## src/rtl/record_sequence.sv

```systemverilog
`default_nettype none
// ============================================================================
// Module      : record_sequence
// Description : Captures live key presses into the 64-step x 10-bit sequence
//               RAM so the sequence player can replay them. It is the
//               write-side counterpart of the player and uses the same step
//               period, so a recorded take plays back at the tempo it was
//               played in.
//
//               A take runs through the following phases:
//                 IDLE   -> wait for rec_start (rec_stop vetoes a start)
//                 CLEAR  -> write zero to every step, one address per cycle
//                 ARM    -> wait for the first key so the take starts on it
//                 RECORD -> OR-accumulate keys over each step, write the
//                           accumulated gate word once per step
//                 DONE   -> one-cycle rec_done pulse, back to IDLE
//
// Ports       :
//   clock        in   1         system clock
//   reset        in   1         synchronous, active-high
//   rec_start    in   1         start a take (sampled only in IDLE)
//   rec_stop     in   1         abort/finish the take; wins over rec_start
//   keys         in   NOTES     raw asynchronous key levels, 1 = pressed
//   ram_address  out  ADDR_W    RAM write address (registered)
//   ram_data     out  NOTES     RAM write data (registered)
//   ram_wren     out  1         RAM write enable, one cycle per write
//   recording    out  1         high while waiting for a key or recording
//   rec_done     out  1         one-cycle pulse when a take completes
//   rec_length   out  ADDR_W+1  steps written in the last take (0..2**ADDR_W)
//
// Revision    : 1.0 - initial release
// ============================================================================
module record_sequence #(
  parameter int TICK_CYCLES = 6250000,  // clock cycles per step, >= 2
  parameter int ADDR_W      = 6,        // RAM address width
  parameter int NOTES       = 10        // one gate bit per key
) (
  input  logic              clock,
  input  logic              reset,
  input  logic              rec_start,
  input  logic              rec_stop,
  input  logic [NOTES-1:0]  keys,
  output logic [ADDR_W-1:0] ram_address,
  output logic [NOTES-1:0]  ram_data,
  output logic              ram_wren,
  output logic              recording,
  output logic              rec_done,
  output logic [ADDR_W:0]   rec_length
);

  // --------------------------------------------------------------------------
  // Constants
  // --------------------------------------------------------------------------
  // The step counter counts down from RELOAD to zero, so a step lasts exactly
  // TICK_CYCLES cycles including the cycle on which the step is written.
  localparam logic [31:0]       RELOAD    = 32'(TICK_CYCLES - 1);
  localparam logic [31:0]       CNT_ONE   = 32'd1;
  localparam logic [ADDR_W-1:0] LAST_ADDR = '1;
  localparam logic [ADDR_W-1:0] ADDR_ONE  = {{(ADDR_W-1){1'b0}}, 1'b1};
  localparam logic [ADDR_W:0]   LEN_ONE   = {{ADDR_W{1'b0}}, 1'b1};

  typedef enum logic [2:0] {
    S_IDLE   = 3'd0,
    S_CLEAR  = 3'd1,
    S_ARM    = 3'd2,
    S_RECORD = 3'd3,
    S_DONE   = 3'd4
  } state_t;

  // --------------------------------------------------------------------------
  // Key synchroniser
  // --------------------------------------------------------------------------
  // The keys arrive straight from the keyboard front end with no relation to
  // clock. Two flops settle any metastability; only keys_s is used below.
  logic [NOTES-1:0] keys_meta;
  logic [NOTES-1:0] keys_s;

  always_ff @(posedge clock) begin
    if (reset) begin
      keys_meta <= '0;
      keys_s    <= '0;
    end else begin
      keys_meta <= keys;
      keys_s    <= keys_meta;
    end
  end

  // --------------------------------------------------------------------------
  // Datapath helpers
  // --------------------------------------------------------------------------
  state_t            state;
  logic [31:0]       counter;   // cycles left in the current step
  logic [NOTES-1:0]  acc;       // keys seen so far in the current step
  logic [ADDR_W-1:0] addr;      // next RAM location to write

  // The word written for a step includes the keys present on the write cycle
  // itself, so a press landing on the very last cycle of a step is not lost.
  logic [NOTES-1:0]  step_bits;
  // Length of the take if it ends with the write at addr. One bit wider than
  // addr so that a full take of 2**ADDR_W steps is representable.
  logic [ADDR_W:0]   next_length;
  // A step is written either on its natural tick or early on a stop request.
  logic              step_write;

  assign step_bits   = acc | keys_s;
  assign next_length = {1'b0, addr} + LEN_ONE;
  assign step_write  = (counter == '0) || rec_stop;

  // --------------------------------------------------------------------------
  // Control FSM and registered outputs
  // --------------------------------------------------------------------------
  always_ff @(posedge clock) begin
    if (reset) begin
      state       <= S_IDLE;
      counter     <= '0;
      acc         <= '0;
      addr        <= '0;
      ram_address <= '0;
      ram_data    <= '0;
      ram_wren    <= 1'b0;
      recording   <= 1'b0;
      rec_done    <= 1'b0;
      rec_length  <= '0;
    end else begin
      // Write enable and completion flag are single-cycle strobes; every
      // branch that wants them asserts them explicitly.
      ram_wren <= 1'b0;
      rec_done <= 1'b0;

      case (state)
        // ------------------------------------------------------------------
        S_IDLE: begin
          recording <= 1'b0;
          // rec_stop vetoes a start so a held stop button keeps us parked.
          if (rec_start && !rec_stop) begin
            state      <= S_CLEAR;
            addr       <= '0;
            rec_length <= '0;
          end
        end

        // ------------------------------------------------------------------
        // Zero every step so that anything past the end of a short take
        // plays back as silence.
        S_CLEAR: begin
          if (rec_stop) begin
            // Aborting leaves a partially cleared RAM; rec_length is 0.
            state     <= S_IDLE;
            recording <= 1'b0;
            addr      <= '0;
          end else begin
            ram_wren    <= 1'b1;
            ram_address <= addr;
            ram_data    <= '0;
            if (addr == LAST_ADDR) begin
              addr      <= '0;
              state     <= S_ARM;
              recording <= 1'b1;
            end else begin
              addr <= addr + ADDR_ONE;
            end
          end
        end

        // ------------------------------------------------------------------
        // Hold off until the player presses something, so the take does not
        // start with a run of empty steps. The first key's cycle joins step 0.
        S_ARM: begin
          if (rec_stop) begin
            state      <= S_IDLE;
            recording  <= 1'b0;
            rec_length <= '0;
          end else if (keys_s != '0) begin
            state   <= S_RECORD;
            counter <= RELOAD;
            acc     <= keys_s;
          end
        end

        // ------------------------------------------------------------------
        S_RECORD: begin
          if (step_write) begin
            // A stop that coincides with the tick shares the tick's write,
            // so a step is never written twice.
            ram_wren    <= 1'b1;
            ram_address <= addr;
            ram_data    <= step_bits;
            acc         <= '0;
            counter     <= RELOAD;
            if (rec_stop || (addr == LAST_ADDR)) begin
              // The take ends here; the address never wraps to a second pass.
              state      <= S_DONE;
              recording  <= 1'b0;
              rec_done   <= 1'b1;
              rec_length <= next_length;
            end else begin
              addr <= addr + ADDR_ONE;
            end
          end else begin
            acc     <= step_bits;
            counter <= counter - CNT_ONE;
          end
        end

        // ------------------------------------------------------------------
        // rec_done was raised on entry; it drops again as we return to IDLE.
        S_DONE: begin
          state     <= S_IDLE;
          recording <= 1'b0;
        end

        // ------------------------------------------------------------------
        default: begin
          state     <= S_IDLE;
          recording <= 1'b0;
        end
      endcase
    end
  end

endmodule
`default_nettype wire

```

## config.mk

```make
export PLATFORM = sky130hd
export DESIGN_NAME = record_sequence
export DESIGN_NICKNAME = d
export VERILOG_FILES = /design/src/rtl/record_sequence.sv
export SDC_FILE = /design/constraint.sdc
export NUM_CORES = 1
export LEC_CHECK = 0
export ABC_AREA = 1
export CAP_MARGIN = 20
export CORE_UTILIZATION = 40
export CTS_BUF_LIST = sky130_fd_sc_hd__clkbuf_16
export CTS_CLUSTER_DIAMETER = 60
export CTS_CLUSTER_SIZE = 28
export DETAILED_ROUTE_END_ITERATION = 7
export PLACE_DENSITY = 0.62
export SLEW_MARGIN = 10
export SYNTH_ARGS = -nofsm -noshare
export SYNTH_HDL_FRONTEND = slang
export SYNTH_SLANG_ARGS = --single-unit
```

## constraint.sdc

```tcl
create_clock -name clock -period 2.77 [get_ports clock]
set_input_delay 0.277 -clock clock [delete_from_list [all_inputs] [get_ports clock]]
set_output_delay 0.277 -clock clock [all_outputs]
set_load 0.005 [all_outputs]
```

==> metrics.md <==
| Metric | Value |
|---|---|
| Synthesized net count | around 750 |
| RR Startpoint | state[0]$_SDFFE_PP0P_ |
| Startpoint types | flip-flop |
| Clock Skews | between 0.009 and 0.01 ns |
| Async SR Flop Fraction | 0% |
| Area contributors post-synth | dfxtp_1, nand2_1, nor2_1 |
| Worst path arrival time | 2.42 ns |
| Min-Delay Path Depth | 4 |
| GRT Residual Overflow | 0 |
| Critical path peak fanout | 29 |
| Chip width | ~110 um |
| Pint | 2.39 mW |
| Design Area, Final | between 5000 and 6000 sq um |
| Drt wl/cell | roughly 12 um |
| Min Tclk post-route | roughly 2.1 ns |
| Hold EP | counter[22]$_SDFFE_PP0P_ |
| Synth unique cells | 35 |
| Via count | about 4,600 |
| Post_cts resized | 0 |
| Rows | 40 |
| First-pass GRT wire length | roughly 20 mm |
| Mapped Avg Cell Area | 6.78 sq um |
| Hold Crit Class | in -> reg |
| Core area | 12,100 sq um |
| Number of global-route vias before repair | about 4,300 |
| Pleak | about 2.6 nW |
| Number of port buffers | 39 |
| Power, Total | between 3 and 4 mW |
| Die area | roughly 13,000 sq um |
| Synth Cell Area | between 4000 and 5000 sq um |
| Initial Util | between 40% and 50% |
| DRC Markers | 0 |
| Via density | roughly 5 |
| Final Worst Setup Slack | between 0.6 and 0.7 ns |
| Final setup violation count | 0 |
| CP Class | reg -> reg |
| Clock Latency Late Sink | about 0.34 ns |
| Non-filler cells, final | just over 900 |
| Cells after Synth | 730 |
| FF-to-FF path depth | 7 |
| Critical R2R Capture | counter[4]$_SDFFE_PP0P_ |
| Cell taking the most area after synthesis | dfxtp_1 |
| Most numerous cell in the Yosys netlist | nand2_1 |
| Pre-CTS WS | around 0.52 ns |
| DRT Wirelength | ~12 mm |
| R2r setup slk | between 0.6 and 0.7 ns |
| Synth Flop Type | dfxtp_1 |
| Hold_sp | reset |
| RSZ-0062 raised after global routing | no |
| Power Density | a little over 600 nW/um^2 |
| Max Freq | ~470 MHz |
| IO Count | 40 |
| Hold-fix buffers, CTS | 0 |
| VDD IR-drop max | between 0.0002 and 0.0003 V |
| Layout area overhead | 15.0% |
| Commonest cells in the netlist | nand2_1, nor2_1, dfxtp_1, inv_1, nand3_1 |
| Clock network power share | roughly a third |
| Relative slew slack | approximately three fifths |
| CTS tree | built |
| Flops & latches, synth | slightly below 100 |
| Yosys top cell area share | 39.2% |
| Slew Viols, Final | 0 |
| Core Util, Final | a little under half |
| Nets | 775 |
| Worst Setup End Kind | flip-flop |
| Detailed Place HPWL | between 8 and 9 mm |
| Sw frac | a little under a third |
| Die height | ~110 um |
| Placed Instance Area | 5410 sq um |
| Worst Tran Pin Value | 0.601 ns |
| Max clock buf depth | 2 |
| Inserted Clock Buffers | 9 |
| Initial antenna violation count | 0 |
| Post-synth EDFFs | 0 |
| Clk sinks | 97 |
| Largest net degree at the start of global routing | 52 |
| Clk slew on worst S/H paths | around 0.07 ns |
| Hold_ws | roughly 0.35 ns |
| Routability cong. | between 0.8 and 0.9 |
| Data required time at the worst endpoint | 3.04 ns |
| CTS root buf | clkbuf_16 |
| Final Hold Viols | 0 |
| Net switching power | roughly 1.1 mW |
| TNS Setup | 0 ns |
| Routed Antenna Nets | 0 |
| # fillers | 1,232 |
| ANT cells | 0 |
| 1st-pass router iterations | 6 |
| GRT Resource Usage Total | around a fifth |
| Initial DRC count | 285 |
| Status | finished, final reports clean |
| Max-cap viol count | 0 |
| Synth warn | 0 |
| Post-synthesis sequential area ratio | roughly 40% |
| Share of total power in combinational logic | between 20% and 30% |
| Period Utilization, post-route | slightly below 80% |
| H-tree Lvls | 3 |
| Placed Cells | around 900 |
| Post-CTS setup buffer count | 0 |
| Share of cells above drive strength 1 | 10.4% |
| Sequential power share | between 40 and 50% |
[worst max path at each step]
| stage | start | to | slack (ns) | cells past startpoint |
|---|---|---|---|---|
| after global placement | rec_stop | counter[0]$_SDFFE_PP0P_ | 0.53 | 8 |
| after global routing | state[2]$_SDFFE_PP0P_ | counter[3]$_SDFFE_PP0P_ | 0.41 | 8 |
| after detailed placement | rec_stop | counter[4]$_SDFFE_PP0P_ | 0.52 | 7 |
| final | state[0]$_SDFFE_PP0P_ | counter[4]$_SDFFE_PP0P_ | 0.62 | 7 |
| after CTS | state[0]$_SDFFE_PP0P_ | counter[4]$_SDFFE_PP0P_ | 0.66 | 7 |
| after floorplan | counter[0]$_SDFFE_PP0P_ | counter[22]$_SDFFE_PP0P_ | 1.19 | 11 |
[flip-flops by register name, summed over array words and instances, names as in the netlist]
name         count
acc             10
ram_data        10
state            3
addr             6
rec_done         1
ram_address      6
keys_meta       10
recording        1
ram_wren         1
counter         32
keys_s          10
rec_length       7
[layer usage]
layer	share of wire, %	up-vias	track usage [%]	wire length [um]
li1	-	2346	-	-
met1	48	2121	25.3	5520
met2	46	113	31.0	5330
met3	4.7	11	3.00	535
met4	0.99	0	6.40	114
met5	0	-	0	0
[critical path, stage by stage (launching register included)]
cell	delay, ns
dfxtp_1	0.34
inv_2	0.19
nor2_8	0.11
inv_2	0.41
nand2_4	0.25
inv_1	0.48
o21ai_0	0.15
a21oi_1	0.15
[cells by family (layout without fill, tap and decap cells)]
group,after synthesis,in the layout,share of synthesized area [%]
AO/OA/AOI/OAI,79,79,8.72
XOR/XNOR,7,7,1.24
adder cells (fa/ha/maj),3,3,0.758
buffers and inverters,111,144,9.73
AND/OR/NAND/NOR,433,433,40.3
flip-flops,97,97,39.2
[power groups by stage]
stage               registers [mW]  logic (mW)  clock network [mW]
floorplan                     1.55       0.565                   0
global placement              1.56       0.772                   0
detailed placement            1.56       0.781                   0
CTS                           1.53       0.787                1.22
global route                  1.54       0.890                1.27
finish                        1.53       0.788                1.19
[placed cells by master, fill, tap and decap left out, drive strengths merged]
master and instances:
dfxtp 97, nand3b 24, nand2 178, clkbuf 9, nor3 7, nor4 1
clkinvlp 1, ha 3, xor2 7, o22ai 1, inv 87, nand3 38
clkinv 4, clkdlybuf4s50 38, nor2 173, nand4 11, buf 5, a21oi 33
a31oi 10, o21ai 32, or2 1, o211ai 3
[cell type report]
| type | count | area, sq um | area share [%] |
|---|---|---|---|
| multi-input combinational | 522 | 2530 | 44.4 |
| timing repair buffer | 43 | 415 | 7.30 |
| inverter | 85 | 319 | 5.61 |
| tap | 168 | 210 | 3.69 |
| sequential | 97 | 1940 | 34.1 |
| clock buffer | 9 | 225 | 3.96 |
| clock inverter | 7 | 52.6 | 0.923 |
No activity file was read; power rests on OpenSTA's default activity.
